$ cat src/rtl/fx3_uart_pkg.sv
// Shared types and helpers for the FX3 control-link UART blocks.
package fx3_uart_pkg;

   // Parity mode encoding, matches the integer PARITY parameter values
   typedef enum logic [1:0] {
      PAR_NONE = 2'd0,
      PAR_ODD  = 2'd1,
      PAR_EVEN = 2'd2
   } parity_e;

   // Receiver frame states
   typedef enum logic [2:0] {
      ST_WAIT_HIGH = 3'd0,
      ST_IDLE      = 3'd1,
      ST_START     = 3'd2,
      ST_DATA      = 3'd3,
      ST_PARITY    = 3'd4,
      ST_STOP      = 3'd5
   } rx_state_e;

   // 2-of-3 vote used to resolve each bit from its three centre samples
   function automatic logic majority3(input logic a, input logic b, input logic c);
      return (a & b) | (a & c) | (b & c);
   endfunction

endpackage

$ cat src/rtl/fx3_uart_baud_tick.sv
// Oversample tick divider: one-cycle tick every CLK_DIVISOR clocks,
// restartable so the receiver can phase-align to a start edge.
module fx3_uart_baud_tick #(
   parameter int CLK_DIVISOR = 54
) (
   input  logic clk_i,
   input  logic rst_i,
   input  logic restart_i,
   output logic tick_o
);

   localparam int CW = (CLK_DIVISOR > 2) ? $clog2(CLK_DIVISOR) : 1;
   localparam logic [CW-1:0] CNT_LAST = CW'(CLK_DIVISOR - 1);

   logic [CW-1:0] cnt_q, cnt_d;

   // Next count: restart wins, otherwise wrap at CNT_LAST
   always_comb begin
      cnt_d = cnt_q + 1'b1;
      if (restart_i) begin
         cnt_d = '0;
      end else if (cnt_q == CNT_LAST) begin
         cnt_d = '0;
      end
   end

   // Counter register
   always_ff @(posedge clk_i or posedge rst_i) begin
      if (rst_i) begin
         cnt_q <= '0;
      end else begin
         cnt_q <= cnt_d;
      end
   end

   assign tick_o = (cnt_q == CNT_LAST);

endmodule

$ cat src/rtl/fx3_uart_rx.sv
// Parametrised UART receiver: oversampled, 3-sample majority per bit,
// optional parity, 1 or 2 stop bits, framing/parity error pulses.
module fx3_uart_rx
   import fx3_uart_pkg::*;
#(
   parameter int CLK_DIVISOR = 54,
   parameter int OVERSAMPLE  = 16,
   parameter int DATA_BITS   = 8,
   parameter int PARITY      = 0,
   parameter int STOP_BITS   = 1
) (
   input  logic                 clk_100,
   input  logic                 reset,
   input  logic                 uart_rx,
   output logic [DATA_BITS-1:0] rx_data,
   output logic                 rx_data_valid,
   output logic                 parity_error,
   output logic                 frame_error,
   output logic                 rx_busy
);

   localparam int OSW = $clog2(OVERSAMPLE);
   localparam int BCW = $clog2(DATA_BITS + 1);
   localparam logic [OSW-1:0] SAMP_A  = OSW'(OVERSAMPLE / 2 - 1);
   localparam logic [OSW-1:0] SAMP_B  = OSW'(OVERSAMPLE / 2);
   localparam logic [OSW-1:0] SAMP_C  = OSW'(OVERSAMPLE / 2 + 1);
   localparam logic [OSW-1:0] OS_LAST = OSW'(OVERSAMPLE - 1);
   localparam logic [BCW-1:0] DATA_LAST = BCW'(DATA_BITS - 1);
   localparam logic [BCW-1:0] STOP_LAST = BCW'(STOP_BITS - 1);
   localparam parity_e PAR_MODE = parity_e'(PARITY[1:0]);

   rx_state_e            state_q, state_d;
   logic [1:0]           sync_q;
   logic                 rx_s;
   logic                 tick;
   logic                 start_det;
   logic                 decide;
   logic                 bit_end;
   logic                 maj;
   logic                 par_exp;
   logic                 done;
   logic [OSW-1:0]       os_cnt_q;
   logic [BCW-1:0]       bit_cnt_q;
   logic [1:0]           samp_q;
   logic [DATA_BITS-1:0] shift_q;
   logic                 par_bad_q;
   logic [DATA_BITS-1:0] rx_data_q;
   logic                 valid_q, perr_q, ferr_q;
   logic                 valid_d, perr_d, ferr_d;

   // Two-flop synchroniser; idles high so reset does not look like a start bit
   always_ff @(posedge clk_100 or posedge reset) begin
      if (reset) begin
         sync_q <= 2'b11;
      end else begin
         sync_q <= {sync_q[0], uart_rx};
      end
   end
   assign rx_s = sync_q[1];

   assign start_det = (state_q == ST_IDLE) && !rx_s;

   fx3_uart_baud_tick #(
      .CLK_DIVISOR (CLK_DIVISOR)
   ) u_tick (
      .clk_i     (clk_100),
      .rst_i     (reset),
      .restart_i (start_det),
      .tick_o    (tick)
   );

   assign decide  = tick && (os_cnt_q == SAMP_C);
   assign bit_end = tick && (os_cnt_q == OS_LAST);
   assign maj     = majority3(samp_q[0], samp_q[1], rx_s);
   assign par_exp = (PAR_MODE == PAR_ODD) ? ~^shift_q : ^shift_q;

   // Bit timing, sampling and data shifting; bit_cnt restarts whenever the FSM changes phase
   always_ff @(posedge clk_100 or posedge reset) begin
      if (reset) begin
         os_cnt_q  <= '0;
         bit_cnt_q <= '0;
         samp_q    <= 2'b11;
         shift_q   <= '0;
         par_bad_q <= 1'b0;
      end else if (start_det) begin
         os_cnt_q  <= '0;
         bit_cnt_q <= '0;
         par_bad_q <= 1'b0;
      end else begin
         if (tick) begin
            os_cnt_q <= (os_cnt_q == OS_LAST) ? '0 : os_cnt_q + 1'b1;
         end
         if (tick && (os_cnt_q == SAMP_A)) begin
            samp_q[0] <= rx_s;
         end
         if (tick && (os_cnt_q == SAMP_B)) begin
            samp_q[1] <= rx_s;
         end
         if (decide && (state_q == ST_DATA)) begin
            shift_q <= {maj, shift_q[DATA_BITS-1:1]};
         end
         if (decide && (state_q == ST_PARITY)) begin
            par_bad_q <= (maj != par_exp);
         end
         if (bit_end) begin
            bit_cnt_q <= (state_d != state_q) ? '0 : bit_cnt_q + 1'b1;
         end
      end
   end

   // FSM state register
   always_ff @(posedge clk_100 or posedge reset) begin
      if (reset) begin
         state_q <= ST_WAIT_HIGH;
      end else begin
         state_q <= state_d;
      end
   end

   // FSM next state; the last good stop bit returns to IDLE at its decision point
   always_comb begin
      state_d = state_q;
      case (state_q)
         ST_WAIT_HIGH: if (rx_s) state_d = ST_IDLE;
         ST_IDLE:      if (!rx_s) state_d = ST_START;
         ST_START: begin
            if (decide && maj) begin
               state_d = ST_IDLE;
            end else if (bit_end) begin
               state_d = ST_DATA;
            end
         end
         ST_DATA: begin
            if (bit_end && (bit_cnt_q == DATA_LAST)) begin
               state_d = (PAR_MODE == PAR_NONE) ? ST_STOP : ST_PARITY;
            end
         end
         ST_PARITY:    if (bit_end) state_d = ST_STOP;
         ST_STOP: begin
            if (decide) begin
               if (!maj) begin
                  state_d = ST_WAIT_HIGH;
               end else if (bit_cnt_q == STOP_LAST) begin
                  state_d = ST_IDLE;
               end
            end
         end
         default:      state_d = ST_WAIT_HIGH;
      endcase
   end

   // FSM outputs: completion classification, frame error overrides parity error
   always_comb begin
      done    = (state_q == ST_STOP) && decide && (!maj || (bit_cnt_q == STOP_LAST));
      valid_d = done && maj && !par_bad_q;
      perr_d  = done && maj && par_bad_q;
      ferr_d  = done && !maj;
      rx_busy = (state_q != ST_IDLE);
   end

   // Registered result word and one-cycle status pulses
   always_ff @(posedge clk_100 or posedge reset) begin
      if (reset) begin
         rx_data_q <= '0;
         valid_q   <= 1'b0;
         perr_q    <= 1'b0;
         ferr_q    <= 1'b0;
      end else begin
         if (done) begin
            rx_data_q <= shift_q;
         end
         valid_q <= valid_d;
         perr_q  <= perr_d;
         ferr_q  <= ferr_d;
      end
   end

   assign rx_data       = rx_data_q;
   assign rx_data_valid = valid_q;
   assign parity_error  = perr_q;
   assign frame_error   = ferr_q;

endmodule

$ cat config.mk
export PLATFORM = sky130hd
export DESIGN_NAME = fx3_uart_rx
export DESIGN_NICKNAME = d
export VERILOG_FILES = /design/src/rtl/fx3_uart_pkg.sv /design/src/rtl/fx3_uart_baud_tick.sv /design/src/rtl/fx3_uart_rx.sv
export SDC_FILE = /design/constraint.sdc
export NUM_CORES = 1
export LEC_CHECK = 0
export CAP_MARGIN = 15
export CORE_MARGIN = 5
export CORE_UTILIZATION = 55
export CTS_BUF_LIST = sky130_fd_sc_hd__clkbuf_4 sky130_fd_sc_hd__clkbuf_8
export CTS_CLUSTER_SIZE = 14
export DETAILED_ROUTE_END_ITERATION = 10
export PLACE_DENSITY = 0.75
export SLEW_MARGIN = 15
export SYNTH_ARGS = -nofsm -noshare
export SYNTH_HDL_FRONTEND = slang
export SYNTH_SLANG_ARGS = --single-unit
$ cat constraint.sdc
create_clock -name clk_100 -period 3.55 [get_ports clk_100]
set_clock_uncertainty 0.05 [all_clocks]
set_input_delay 0.71 -clock clk_100 [delete_from_list [all_inputs] [get_ports clk_100]]
set_output_delay 0.71 -clock clk_100 [all_outputs]
set_load 0.005 [all_outputs]
* Yosys cells after proc, flatten, opt, wreduce, memory -nomap -nowiden
Cells that the tools add are included.
** Storage, ports and cells
- Flip-flop bits (word level) :: 41
- Input bits :: 3
- Output and inout bits :: 12
- Logic and storage cells :: 84
** Operators by class
- Add/subtract/negate cells :: 3
- Equal/unequal tests :: 14
- Mux-type cells :: 20
- Bitwise logic cells :: 6
- Reduce and logical (&&, ||, !) cells :: 28
** Operators by type and width (number)
- $mux W3 :: 9
- $mux W4 :: 6
- $pmux W3 S6 :: 1
- $logic_and A1 B1 Y1 :: 15
- $eq A4 B4 Y1 const B :: 3
- $mux W6 :: 2
- $add A4 B1 Y4 const B :: 2
- $eq A4 B3 Y1 const B :: 2
- $reduce_xor A8 Y1 :: 1
- $add A6 B1 Y6 const B :: 1
- $eq A3 B2 Y1 const B :: 2
- $eq A3 B3 Y1 const B :: 2
- $eq A6 B6 Y1 const B :: 1
- $reduce_and A2 Y1 :: 3
- $reduce_bool A2 Y1 :: 3
- $logic_not A4 Y1 :: 1
- $and A1 B1 Y1 :: 3
- $eq A3 B1 Y1 const B :: 1
- $logic_not A1 Y1 :: 3
- $logic_not A3 Y1 :: 1
- $ne A3 B1 Y1 const B :: 1
- $ne A3 B3 Y1 :: 1
- $mux W1 :: 2
- $or A1 B1 Y1 :: 2
- other kinds (3) :: 3

* Depth between registers and ports, before layout
- Depth after elaboration :: 10
- Mapped depth :: 10
- Mapped depth without buffers :: 8

* Modules after synthesis
Synthesis repeated with hierarchy kept, for this count alone.
** Unflattened totals
- Cell total of the unflattened synthesis :: 180
- Area total of the unflattened synthesis :: 2043.2 sq um
** By module, submodules not included
- fx3_uart_rx :: times used 1, cells each 152, area each 1732.9 sq um, sequential area each 880.8 sq um
- fx3_uart_baud_tick :: times used 1, cells each 28, area each 310.3 sq um, sequential area each 150.1 sq um

* Worst setup path after synthesis
OpenSTA, ideal clock, no wires.
- Path kind :: register to register
- Start point :: register u_tick.cnt_q[0]
- End point :: register bit_cnt_q[0]
- Library setup time :: 0.125 ns
- Arrival :: 1.891 ns
- Required time :: 3.375 ns
- Path slack :: 1.484 ns
- Cell stages (with the launch flop) :: 10
- Buffers on the path :: 2
- Period minus slack after synthesis :: 2.066 ns
- Cells stage by stage :: dfrtp_1 -> ha_1 -> and4b_1 -> buf_6 -> and2_2 -> buf_6 -> o22ai_2 -> and3_1 -> nor3_2 -> mux2_2
** Between the ends
- Longest elaborated chain between the ends :: 9
- Elaborated cells between the ends (all ways) :: 16
- Those cells by class :: 2 x eq/ne; 9 x mux; 5 x reduce/logical
** Ends and longest elaborated chain
- start: declaration :: line fx3_uart_baud_tick.sv:15 : logic [CW-1:0] cnt_q, cnt_d;
- start signal: assignment :: line fx3_uart_baud_tick.sv:32 : cnt_q <= cnt_d;
- $eq A6 B6 Y1 * :: line fx3_uart_baud_tick.sv:36 : assign tick_o = (cnt_q == CNT_LAST);
- $logic_and A1 B1 Y1 (on tied branches) :: line fx3_uart_rx.sv:73, fx3_uart_rx.sv:72
- $mux W3, or another cell as far along :: line fx3_uart_rx.sv:129 : end else if (bit_end) begin
- $mux W3 (on tied branches) :: line fx3_uart_rx.sv:127, fx3_uart_rx.sv:134
- $pmux W3 S6 :: line fx3_uart_rx.sv:123 : case (state_q)
- $ne A3 B3 Y1 :: line fx3_uart_rx.sv:106 : bit_cnt_q <= (state_d != state_q) ? '0 : bit_cnt_q + 1'b1;
- $mux W4 :: line fx3_uart_rx.sv:106
- $mux W4 :: line fx3_uart_rx.sv:105 : if (bit_end) begin
- $mux W4 :: line fx3_uart_rx.sv:85 : end else if (start_det) begin
- end signal: assignment :: line fx3_uart_rx.sv:106
- end: declaration :: line fx3_uart_rx.sv:43 : logic [BCW-1:0] bit_cnt_q;
Every way passes the cells marked *; elsewhere a longest branch is shown, timed or not. The select of a mux whose other input is x is not followed.
A chain may end at the register's enable or synchronous reset.

* Final worst setup path
- Start point :: register u_tick.cnt_q[1]
- End point :: register rx_data_q[0], in the netlist rx_data[0]
** Between the ends
- Longest elaborated chain between the ends :: 4
** Ends and longest elaborated chain
- $eq A6 B6 Y1 :: line fx3_uart_baud_tick.sv:36
- $logic_and A1 B1 Y1 :: line fx3_uart_rx.sv:72 : assign decide = tick && (os_cnt_q == SAMP_C);
- $logic_and A1 B1 Y1 (2 in series) :: line fx3_uart_rx.sv:154 : done = (state_q == ST_STOP) && decide && (!maj || (bit_cnt_q == STOP_LAST));
- end signal: assignment :: line fx3_uart_rx.sv:170 : rx_data_q <= shift_q;
- end: declaration :: line fx3_uart_rx.sv:47 : logic [DATA_BITS-1:0] rx_data_q;
Every way passes these cells.

==> flow_summary.toml <==
[power_and_ir_drop]
power_density_nw_per_um2 = 468
p_leak_nw = 1.05
vdd_drop_max_uv = 402

[cells_and_area]
seq_area_um2 = 1030
fillers = 285
fin_nets = 208
multiInputGateArea_um2 = 975
diodes = 0
drive_gt1_share_pct = 20.1
area_delta_synth_final_pct = 12.5

[route]
drc = 0
drt-wirelength-per-cell_um = 15.4
drt_iter0_drc = 56
vias_per_cell = 5.63
dr.pass1.iters = 4
vias = 1390
wl_um = 3810
antenna_left = 0

[clock_tree]
cts-hold-fix-buffers = 0
cts-root-buf = "clkbuf_8"
clockBufferDepth = 2
htreeDepth = 2
clk_latency_ns = 0.29
ctsResizeCount = 0
cts.clk_slew.worst_paths_ns = 0.07
cts_tree = "yes"
cts_made_buffers = 5
clock_sinks = 41
post_cts_buffers = 0

[die]
coreArea_um2 = 3660
ios = 15
die_w_um = 71.4
std_cell_rows = 22
dieArea_um2 = 5090
die_h_um = 71.4
start_util_pct = 56.6

[timing]
clock.fmax_ghz = 0.440
period_share_pct = 64.0
setup_tns_ns = 0
finalCriticalPeriod_ns = 2.27
setup_ws_ns = 1.28
slew_headroom_pct = 58.7
hold_viol = 0
slew_viol_final = 0
rsz0062_at_grt = "no"
worst_slew_pin_slew_ns = 0.618
setup_viol = 0

[logic_synthesis]
async_flop_share_pct = 100
synth_warnings = 0
synth_ff_type = "dfrtp_1"
synth_cell_types = 41
synth_most_common_cell = "dfrtp_1"
synth_area_leaders = "dfrtp_1 45%, mux2_2 10%, dfstp_2 5.1%, xnor2_1 5.1%, ha_1 4.2%"
ys_seq_area_share_pct = 49.8
avgSynthCellArea_um2 = 11.4
synth_area_um2 = 2070
syn_inst = 182
synthTopCellsByCount = "37 x dfrtp_1, 19 x mux2_2, 16 x nor2_1"
ys_ff_latch = 41
yosysTopAreaCellShare_pct = 44.7
yosysTopAreaCell = "dfrtp_1"
synth-edff-count = 0
syn-num-nets = 192

[setup_path]
cp-end-kind = "register"
crit_type = "reg2reg"
required_ns = 3.68
worstPathArrival_ns = 2.40
cp-start-kind = "register"
crit_path_max_fanout = 8

[hold_path]
hp-class = "reg2reg"

[global_route]
grt_pass1_vias = 1396
grt_use_total_pct = 16.8
grt.overflow.total = 0
grt_antenna_before_repair = 0
grt_pass1_wl_um = 6640
grt_max_degree = 42

[placed_design]
place.port_buffers = 14
gp_congestion = 0.860
dpl.hpwl_um = 2760
dp_slack_ns = 1.27

[flow_run]
max_cap_violations = 0

[run_status]
status = "finished clean"
path summary, 6_finish.rpt:
kind,from,end,slack (ns),depth (start not counted)
worst min-delay path,sync_q[0]$_DFF_PP1_,sync_q[1]$_DFF_PP1_,0.31,0
min in group asynchronous,reset,shift_q[6]$_DFFE_PP0P_,0.80,3
worst max-delay path,u_tick.cnt_q[1]$_DFF_PP0_,rx_data[0]$_DFFE_PP0P_,1.28,6
worst max register to register,u_tick.cnt_q[1]$_DFF_PP0_,rx_data[0]$_DFFE_PP0P_,1.28,6
max in group asynchronous,reset,sync_q[1]$_DFF_PP1_,2.29,3
worst min register to register,sync_q[0]$_DFF_PP1_,sync_q[1]$_DFF_PP1_,0.31,0
cell families (layout without fill, tap and decap cells):
logic type / after synthesis / count (layout) / synth area share, %
buffers and inverters: 13 / 30 / 3.20
AND/OR/NAND/NOR: 65 / 65 / 18.3
AO/OA/AOI/OAI: 19 / 19 / 6.46
multiplexers: 20 / 20 / 10.8
adder cells (fa/ha/maj): 8 / 8 / 4.71
XOR/XNOR: 16 / 16 / 6.76
flip-flops: 41 / 41 / 49.8
cell type report:
cell class              instances  share of cell area, %
inverters                       7                   1.13
multi-input cells             128                   41.8
clock inverters                 1                  0.322
flip-flops and latches         41                   44.2
well taps                      48                   2.58
clock buffers                   7                   3.60
repair buffers                 15                   6.33
registers in the layout, summed over array words and instances, names as in the netlist, 2 cells and up:
signal / cells
bit_cnt_q: 4
os_cnt_q: 4
rx_data: 8
samp_q: 2
shift_q: 8
state_q: 3
sync_q: 2
u_tick.cnt_q: 6
report_power, final:
| group | leakage (nW) | switching, mW | internal, mW |
|---|---|---|---|
| Clock | 0.0453 | 0.156 | 0.154 |
| Sequential | 0.545 | 0.0710 | 0.516 |
| Combinational | 0.461 | 0.106 | 0.0869 |
placed cells by master, fill, tap and decap left out, drive strengths merged, types with 3 or more instances in the layout:
cell type,synthesis,layout
mux2,19,19
nor2,16,16
and3b,3,3
and3,4,4
dfrtp,37,37
a21oi,5,5
clkbuf,2,7
ha,7,7
inv,7,7
nor3,4,4
nand2,12,12
xor2,4,4
clkdlybuf4s50,0,14
dfstp,4,4
nand3,9,9
xnor2,12,12
o21ai,6,6
nor3b,3,3
worst max-delay path, cell delays in order, from the launching register on:
cell     delay, ns
dfrtp_1       0.41
inv_1         0.07
ha_1          0.14
and4b_1       0.35
nand3_1       0.27
nor3_4        0.47
mux2_2        0.40
through the flow:
stage	util [%]	std cells	area, um^2	power [mW]	hold WS, ns
after floorplan	-	182	2070	0.732	0.295
final	63.7	247	2330	1.09	0.313
after global placement	61.2	239	2240	0.765	0.297
after CTS	63.7	247	2330	1.10	0.312
after detailed placement	61.2	239	2240	0.785	0.298
after global routing	63.7	247	2330	1.15	0.319
routing by layer:
metal	track usage (%)	vias up	part of all wire (%)
li1	-	662	-
met1	19.7	690	43
met2	29.0	29	52
met3	4.49	9	3.4
met4	6.89	0	2.0
met5	0	-	0
Note: power is estimated with default switching activity, not from simulation.
